[src/rtl/inv_req_sched.sv]
// inv_req_sched
//   Request scheduler in front of the iterative Montgomery-domain inverter.
//   Tagged operands are queued in a small FIFO. One inversion runs at a time:
//   the head is popped, the inverter is started with a one-cycle pulse, and
//   the scheduler waits for busy to drop. The result and tag are then held on
//   a valid/ready output. Zero operands skip the inverter and return an error,
//   and a watchdog aborts a run that stays busy for too long.
//
//   Ports
//     clk, rstn              clock, asynchronous active-low reset
//     in_valid/in_ready      operand request handshake (in_ready = FIFO not full)
//     in_data, in_tag        operand (Montgomery form) and request tag
//     n_in                   modulus, quasi-static, passed straight to inv_n
//     out_valid/out_ready    result handshake
//     out_data, out_tag      inverse (0 on error) and tag of the completed request
//     out_err                1 = zero operand or watchdog abort
//     inv_start, inv_wdata   inverter start pulse and operand
//     inv_n                  inverter modulus
//     inv_rdata, inv_busy    inverter result and busy flag
//     fifo_level             number of queued requests
//
//   state  | meaning
//   IDLE   | waiting for a queued request, output slot empty
//   LAUNCH | inv_start pulse, operand on inv_wdata
//   WAIT   | inverter running, watchdog counting
//   ERR    | zero operand, return error without starting the inverter
//   OUT    | result presented until the downstream accepts it
module inv_req_sched #(
    parameter int W       = 257,
    parameter int TAG_W   = 4,
    parameter int DEPTH   = 4,
    parameter int MAX_CYC = 1100
) (
    input  logic                     clk,
    input  logic                     rstn,
    input  logic                     in_valid,
    output logic                     in_ready,
    input  logic [W-1:0]             in_data,
    input  logic [TAG_W-1:0]         in_tag,
    input  logic [W-1:0]             n_in,
    output logic                     out_valid,
    input  logic                     out_ready,
    output logic [W-1:0]             out_data,
    output logic [TAG_W-1:0]         out_tag,
    output logic                     out_err,
    output logic                     inv_start,
    output logic [W-1:0]             inv_wdata,
    output logic [W-1:0]             inv_n,
    input  logic [W-1:0]             inv_rdata,
    input  logic                     inv_busy,
    output logic [$clog2(DEPTH):0]   fifo_level
);

    localparam int AW = $clog2(DEPTH);
    localparam int LW = AW + 1;
    localparam int CW = $clog2(MAX_CYC);
    localparam logic [CW-1:0] CNT_LAST = CW'(MAX_CYC - 1);
    localparam logic [LW-1:0] LVL_FULL = LW'(DEPTH);

    typedef enum logic [2:0] {
        S_IDLE   = 3'd0,
        S_LAUNCH = 3'd1,
        S_WAIT   = 3'd2,
        S_ERR    = 3'd3,
        S_OUT    = 3'd4
    } state_t;

    logic [TAG_W+W-1:0] mem_q [DEPTH];
    logic [AW-1:0]      wr_ptr_q, wr_ptr_d;
    logic [AW-1:0]      rd_ptr_q, rd_ptr_d;
    logic [LW-1:0]      level_q, level_d;

    state_t             state_q, state_d;
    logic               inv_start_q, inv_start_d;
    logic [W-1:0]       inv_wdata_q, inv_wdata_d;
    logic [CW-1:0]      cnt_q, cnt_d;
    logic               out_valid_q, out_valid_d;
    logic [W-1:0]       out_data_q, out_data_d;
    logic [TAG_W-1:0]   out_tag_q, out_tag_d;
    logic               out_err_q, out_err_d;

    logic               push;
    logic               pop;
    logic [TAG_W+W-1:0] head;
    logic [W-1:0]       head_data;
    logic [TAG_W-1:0]   head_tag;

    assign in_ready   = (level_q != LVL_FULL);
    assign push       = in_valid && in_ready;
    assign pop        = (state_q == S_IDLE) && (level_q != '0) && !out_valid_q;
    assign head       = mem_q[rd_ptr_q];
    assign head_data  = head[W-1:0];
    assign head_tag   = head[TAG_W+W-1:W];

    assign fifo_level = level_q;
    assign out_valid  = out_valid_q;
    assign out_data   = out_data_q;
    assign out_tag    = out_tag_q;
    assign out_err    = out_err_q;
    assign inv_start  = inv_start_q;
    assign inv_wdata  = inv_wdata_q;
    assign inv_n      = n_in;

    // Storage carries no reset; only the pointers and level define validity.
    always_ff @(posedge clk) begin
        if (push) begin
            mem_q[wr_ptr_q] <= {in_tag, in_data};
        end
    end

    // DEPTH is a power of two, so pointer wrap is the natural overflow.
    always_comb begin
        wr_ptr_d = wr_ptr_q;
        rd_ptr_d = rd_ptr_q;
        level_d  = level_q;
        if (push) begin
            wr_ptr_d = wr_ptr_q + AW'(1);
        end
        if (pop) begin
            rd_ptr_d = rd_ptr_q + AW'(1);
        end
        case ({push, pop})
            2'b10:   level_d = level_q + LW'(1);
            2'b01:   level_d = level_q - LW'(1);
            default: level_d = level_q;
        endcase
    end

    always_comb begin
        state_d     = state_q;
        inv_start_d = 1'b0;
        inv_wdata_d = inv_wdata_q;
        cnt_d       = cnt_q;
        out_valid_d = out_valid_q;
        out_data_d  = out_data_q;
        out_tag_d   = out_tag_q;
        out_err_d   = out_err_q;
        case (state_q)
            S_IDLE: begin
                if (pop) begin
                    inv_wdata_d = head_data;
                    out_tag_d   = head_tag;
                    if (head_data == '0) begin
                        state_d = S_ERR;
                    end else begin
                        // Registered pulse: high for exactly the LAUNCH cycle.
                        inv_start_d = 1'b1;
                        state_d     = S_LAUNCH;
                    end
                end
            end
            S_LAUNCH: begin
                cnt_d   = '0;
                state_d = S_WAIT;
            end
            S_WAIT: begin
                // busy in the first WAIT cycle still reflects the pre-start
                // inverter, so completion is only trusted from cnt != 0.
                if ((cnt_q != '0) && !inv_busy) begin
                    out_data_d  = inv_rdata;
                    out_err_d   = 1'b0;
                    out_valid_d = 1'b1;
                    state_d     = S_OUT;
                end else if (cnt_q == CNT_LAST) begin
                    out_data_d  = '0;
                    out_err_d   = 1'b1;
                    out_valid_d = 1'b1;
                    state_d     = S_OUT;
                end else begin
                    cnt_d = cnt_q + CW'(1);
                end
            end
            S_ERR: begin
                out_data_d  = '0;
                out_err_d   = 1'b1;
                out_valid_d = 1'b1;
                state_d     = S_OUT;
            end
            S_OUT: begin
                if (out_ready) begin
                    out_valid_d = 1'b0;
                    state_d     = S_IDLE;
                end
            end
            default: begin
                state_d     = S_IDLE;
                out_valid_d = 1'b0;
            end
        endcase
    end

    always_ff @(posedge clk or negedge rstn) begin
        if (!rstn) begin
            wr_ptr_q    <= '0;
            rd_ptr_q    <= '0;
            level_q     <= '0;
            state_q     <= S_IDLE;
            inv_start_q <= 1'b0;
            inv_wdata_q <= '0;
            cnt_q       <= '0;
            out_valid_q <= 1'b0;
            out_data_q  <= '0;
            out_tag_q   <= '0;
            out_err_q   <= 1'b0;
        end else begin
            wr_ptr_q    <= wr_ptr_d;
            rd_ptr_q    <= rd_ptr_d;
            level_q     <= level_d;
            state_q     <= state_d;
            inv_start_q <= inv_start_d;
            inv_wdata_q <= inv_wdata_d;
            cnt_q       <= cnt_d;
            out_valid_q <= out_valid_d;
            out_data_q  <= out_data_d;
            out_tag_q   <= out_tag_d;
            out_err_q   <= out_err_d;
        end
    end

endmodule
[config.mk]
export PLATFORM = sky130hd
export DESIGN_NAME = inv_req_sched
export DESIGN_NICKNAME = d
export VERILOG_FILES = /design/src/rtl/inv_req_sched.sv
export SDC_FILE = /design/constraint.sdc
export NUM_CORES = 2
export LEC_CHECK = 0
export ABC_AREA = 1
export CAP_MARGIN = 10
export CORE_AREA = 5 5 597 599
export DETAILED_ROUTE_END_ITERATION = 6
export DIE_AREA = 0 0 602 604
export GPL_TIMING_DRIVEN = 1
export PLACE_DENSITY = 0.46
export SLEW_MARGIN = 10
export SYNTH_ARGS = -nofsm -noshare
export SYNTH_HDL_FRONTEND = slang
export SYNTH_SLANG_ARGS = --single-unit
[constraint.sdc]
create_clock -name clk -period 15.95 [get_ports clk]
set_clock_uncertainty 0.2 [all_clocks]
set_input_delay 2.3925 -clock clk [delete_from_list [all_inputs] [get_ports clk]]
set_output_delay 2.3925 -clock clk [all_outputs]
set_load 0.05 [all_outputs]
==> metrics.cfg <==
[timing]
min_period_ns = 5.82
fin_crit_sh_pct = 36.5
hold_viol = 0
relSlewSlack_pct = 16.4
holdWs_ns = 0.283
finalSetupTns_ns = 0
worst_slew_pin_slew_ns = 1.25
finalMaxSlewViolations = 0
fmax_mhz = 172
setup_viol = 0
rsz0062_at_grt = no

[synth]
syn_avg_cell_area_um2 = 12.2
ys_ff_latch = 1586
ys_top_cells_by_area = edfxtp_1 (51%), dfrtp_1 (22%), nand2_1 (9.7%)
yosysTopAreaCell = edfxtp_1
synth_edf_count = 1044
synth-seq-area-share_pct = 72.7
yosysTopAreaCellShare_pct = 50.7
ys.warnings.count = 0
ys_async_sr_fraction_pct = 34.2
synth_cell_types = 29
dominantRegCellSynth = edfxtp_1
synthesis.instances = 5066
synthesis.area_um2 = 61800
synthTopCellsByCount = nand2_1 (1593), edfxtp_1 (1044), dfrtp_1 (542)
synth.net_count = 5854
synth_most_common_cell = nand2_1

[floorplanning]
fp.dieW_um = 602
dieArea_um2 = 364000
core_um2 = 351000
std_cell_rows = 218
start_util_pct = 17.6
die_h_um = 604
pin_count = 1562

[power]
powerDensity_nw_per_um2 = 223
p_leak_nw = 30.8
peakVddDrop_uv = 133

[critical_path]
critical_path.max_fanout = 54
critPathLaunch = in_valid
r2r_end = state_q[1]
r2r-start = rd_ptr_q[0]
criticalPathCategory = in2reg
crit_end = mem_q[0][58]
cp-end-kind = flip-flop
r2r_setup_slack_ns = 10.35
start_kind = primary input
worst_ep_required_time_ns = 16.17
crit_arrival_ns = 6.04
ff2ff_path_depth = 17

[final_layout]
multiInputGateArea_um2 = 13500
final-seq-area_um2 = 44900
synthToLayoutAreaGrowth_pct = 31.8
nets = 6599
final_area_um2 = 81400
layout-drive-gt1-share_pct = 6.74
n_fill_cell = 37100
stdcell_count = 10600
fin_util_pct = 23.2

[clock_tree]
h-tree-depth = 4
tritoncts = yes
cts_setup_buffers = 0
cts-hold-fix-buffers = 0
cts_buffers = 185
root_buffer = clkbuf_16
clkTransAtPathRegs_ns = 0.06
clock_latency_ns = 0.85
cts.sinks = 1586
max-clock-path-buffers = 4
ctsResizeCount = 0

[global_routing]
grt_first_pass_wirelength_um = 480000
antenna_found_initial = 166
grt_max_degree = 175
grt_pass1_vias = 42200
grt-ovfl-total = 0
grt_util_all_layers_pct = 20.3

[placement]
dpl.cell_count = 10200
gp_congestion = 0.910
hpwl_um = 308000
portBuffers = 1047
post_dp_cell_area_um2 = 75200

[routing]
post_drt_wl_per_cell_um = 36.2
antenna_left = 0
first_iter_violations = 3199
drcViolationCount = 0
post_drt_via_cell_ratio = 4.13
first_pass_iters = 6
routed_wl_um = 385000
num_vias = 43900

[job]
cap_viol_max_count = 0

[outcome]
status = complete, no violations

[worst_hold_path]
hold_class = reg2reg

-- critical path: stages --
cell and delay, ns:
clkdlybuf4s50_1 0.47, nand2_1 0.47, nor2_4 0.25, buf_4 0.64
buf_4 0.82, buf_4 0.77
-- final cells by class --
class	instances	area share, %
antenna	47	0.144
clock inverter	87	1.16
inverter	52	0.286
multi-input combinational	2885	16.5
tap	4620	7.10
timing repair buffer	1101	13.3
clock buffer	249	6.31
sequential	1586	55.2
-- state kept, by name (all words and copies together), names as in the netlist --
signal      flops
mem_q        1044
inv_wdata     257
out_data      257
cnt_q          11
out_tag         4
fifo_level      3
state_q         3
rd_ptr_q        2
wr_ptr_q        2
inv_start       1
out_err         1
out_valid       1
-- power by group --
part / switching [mW] / internal (mW) / total, mW
registers: 0.657 / 5.53 / 6.19
logic: 5.73 / 1.93 / 7.66
clock network: 1.78 / 2.52 / 4.30
-- logic make-up (layout without fill, tap and decap cells) --
kind of cell    count (synthesis)  in the layout  share of synthesized area (%)
buf+inv                       595           1489                           5.57
compound gates                609            609                           6.61
flops                        1586           1586                           72.7
simple gates                 2263           2263                           14.9
xor+xnor                        5              5                         0.0709
fa+ha+maj                       8              8                          0.174
other cells                     0             47                              0
-- metal layers --
layer | vias up | GRT usage (%) | wire length (um)
met4 | 94 | 6.29 | 15100
met3 | 556 | 10.9 | 48500
li1 | 19000 | - | -
met2 | 2211 | 33.5 | 180000
met5 | - | 0.410 | 787
met1 | 22100 | 22.4 | 140000
-- stage by stage --
| step | total power, mW | setup WS (ns) |
|---|---|---|
| 2_1_floorplan | 10.8 | 1.42 |
| 3_3_place_gp | 14.1 | 9.25 |
| 3_5_place_dp | 14.1 | 9.28 |
| 4_1_cts | 18.5 | 10.16 |
| 5_1_grt | 19.0 | 9.88 |
| 6_report | 18.2 | 10.13 |
-- placed cells by master, fill, tap and decap left out, types with 5 or more instances in the layout --
master / instances
a21oi_1: 19
a22o_1: 257
a31oi_1: 5
buf_12: 10
buf_2: 23
buf_4: 78
bufinv_16: 16
clkbuf_1: 40
clkbuf_16: 187
clkbuf_8: 22
clkdlybuf4s50_1: 989
clkinv_1: 22
clkinv_2: 26
clkinvlp_4: 7
dfrtp_1: 540
diode_2: 47
edfxtp_1: 1044
ha_1: 7
inv_1: 45
inv_6: 8
inv_8: 6
nand2_1: 1593
nand3_1: 485
nand4_1: 26
nor2_1: 141
nor3_1: 9
o21ai_0: 310
o22a_1: 15
-- worst min-delay path by stage --
stage | depth (start not counted) | slack, ns | endpoint | from
detailed placement | 2 | 0.27 | inv_wdata[145] | inv_wdata[145]
floorplan | 1 | 0.29 | cnt_q[0] | cnt_q[0]
global route | 2 | 0.31 | inv_wdata[106] | inv_wdata[106]
finish | 2 | 0.28 | inv_wdata[17] | inv_wdata[17]
CTS | 2 | 0.29 | inv_wdata[145] | inv_wdata[145]
global placement | 2 | 0.27 | inv_wdata[14] | inv_wdata[14]
Note: power is estimated with default switching activity, not from simulation.
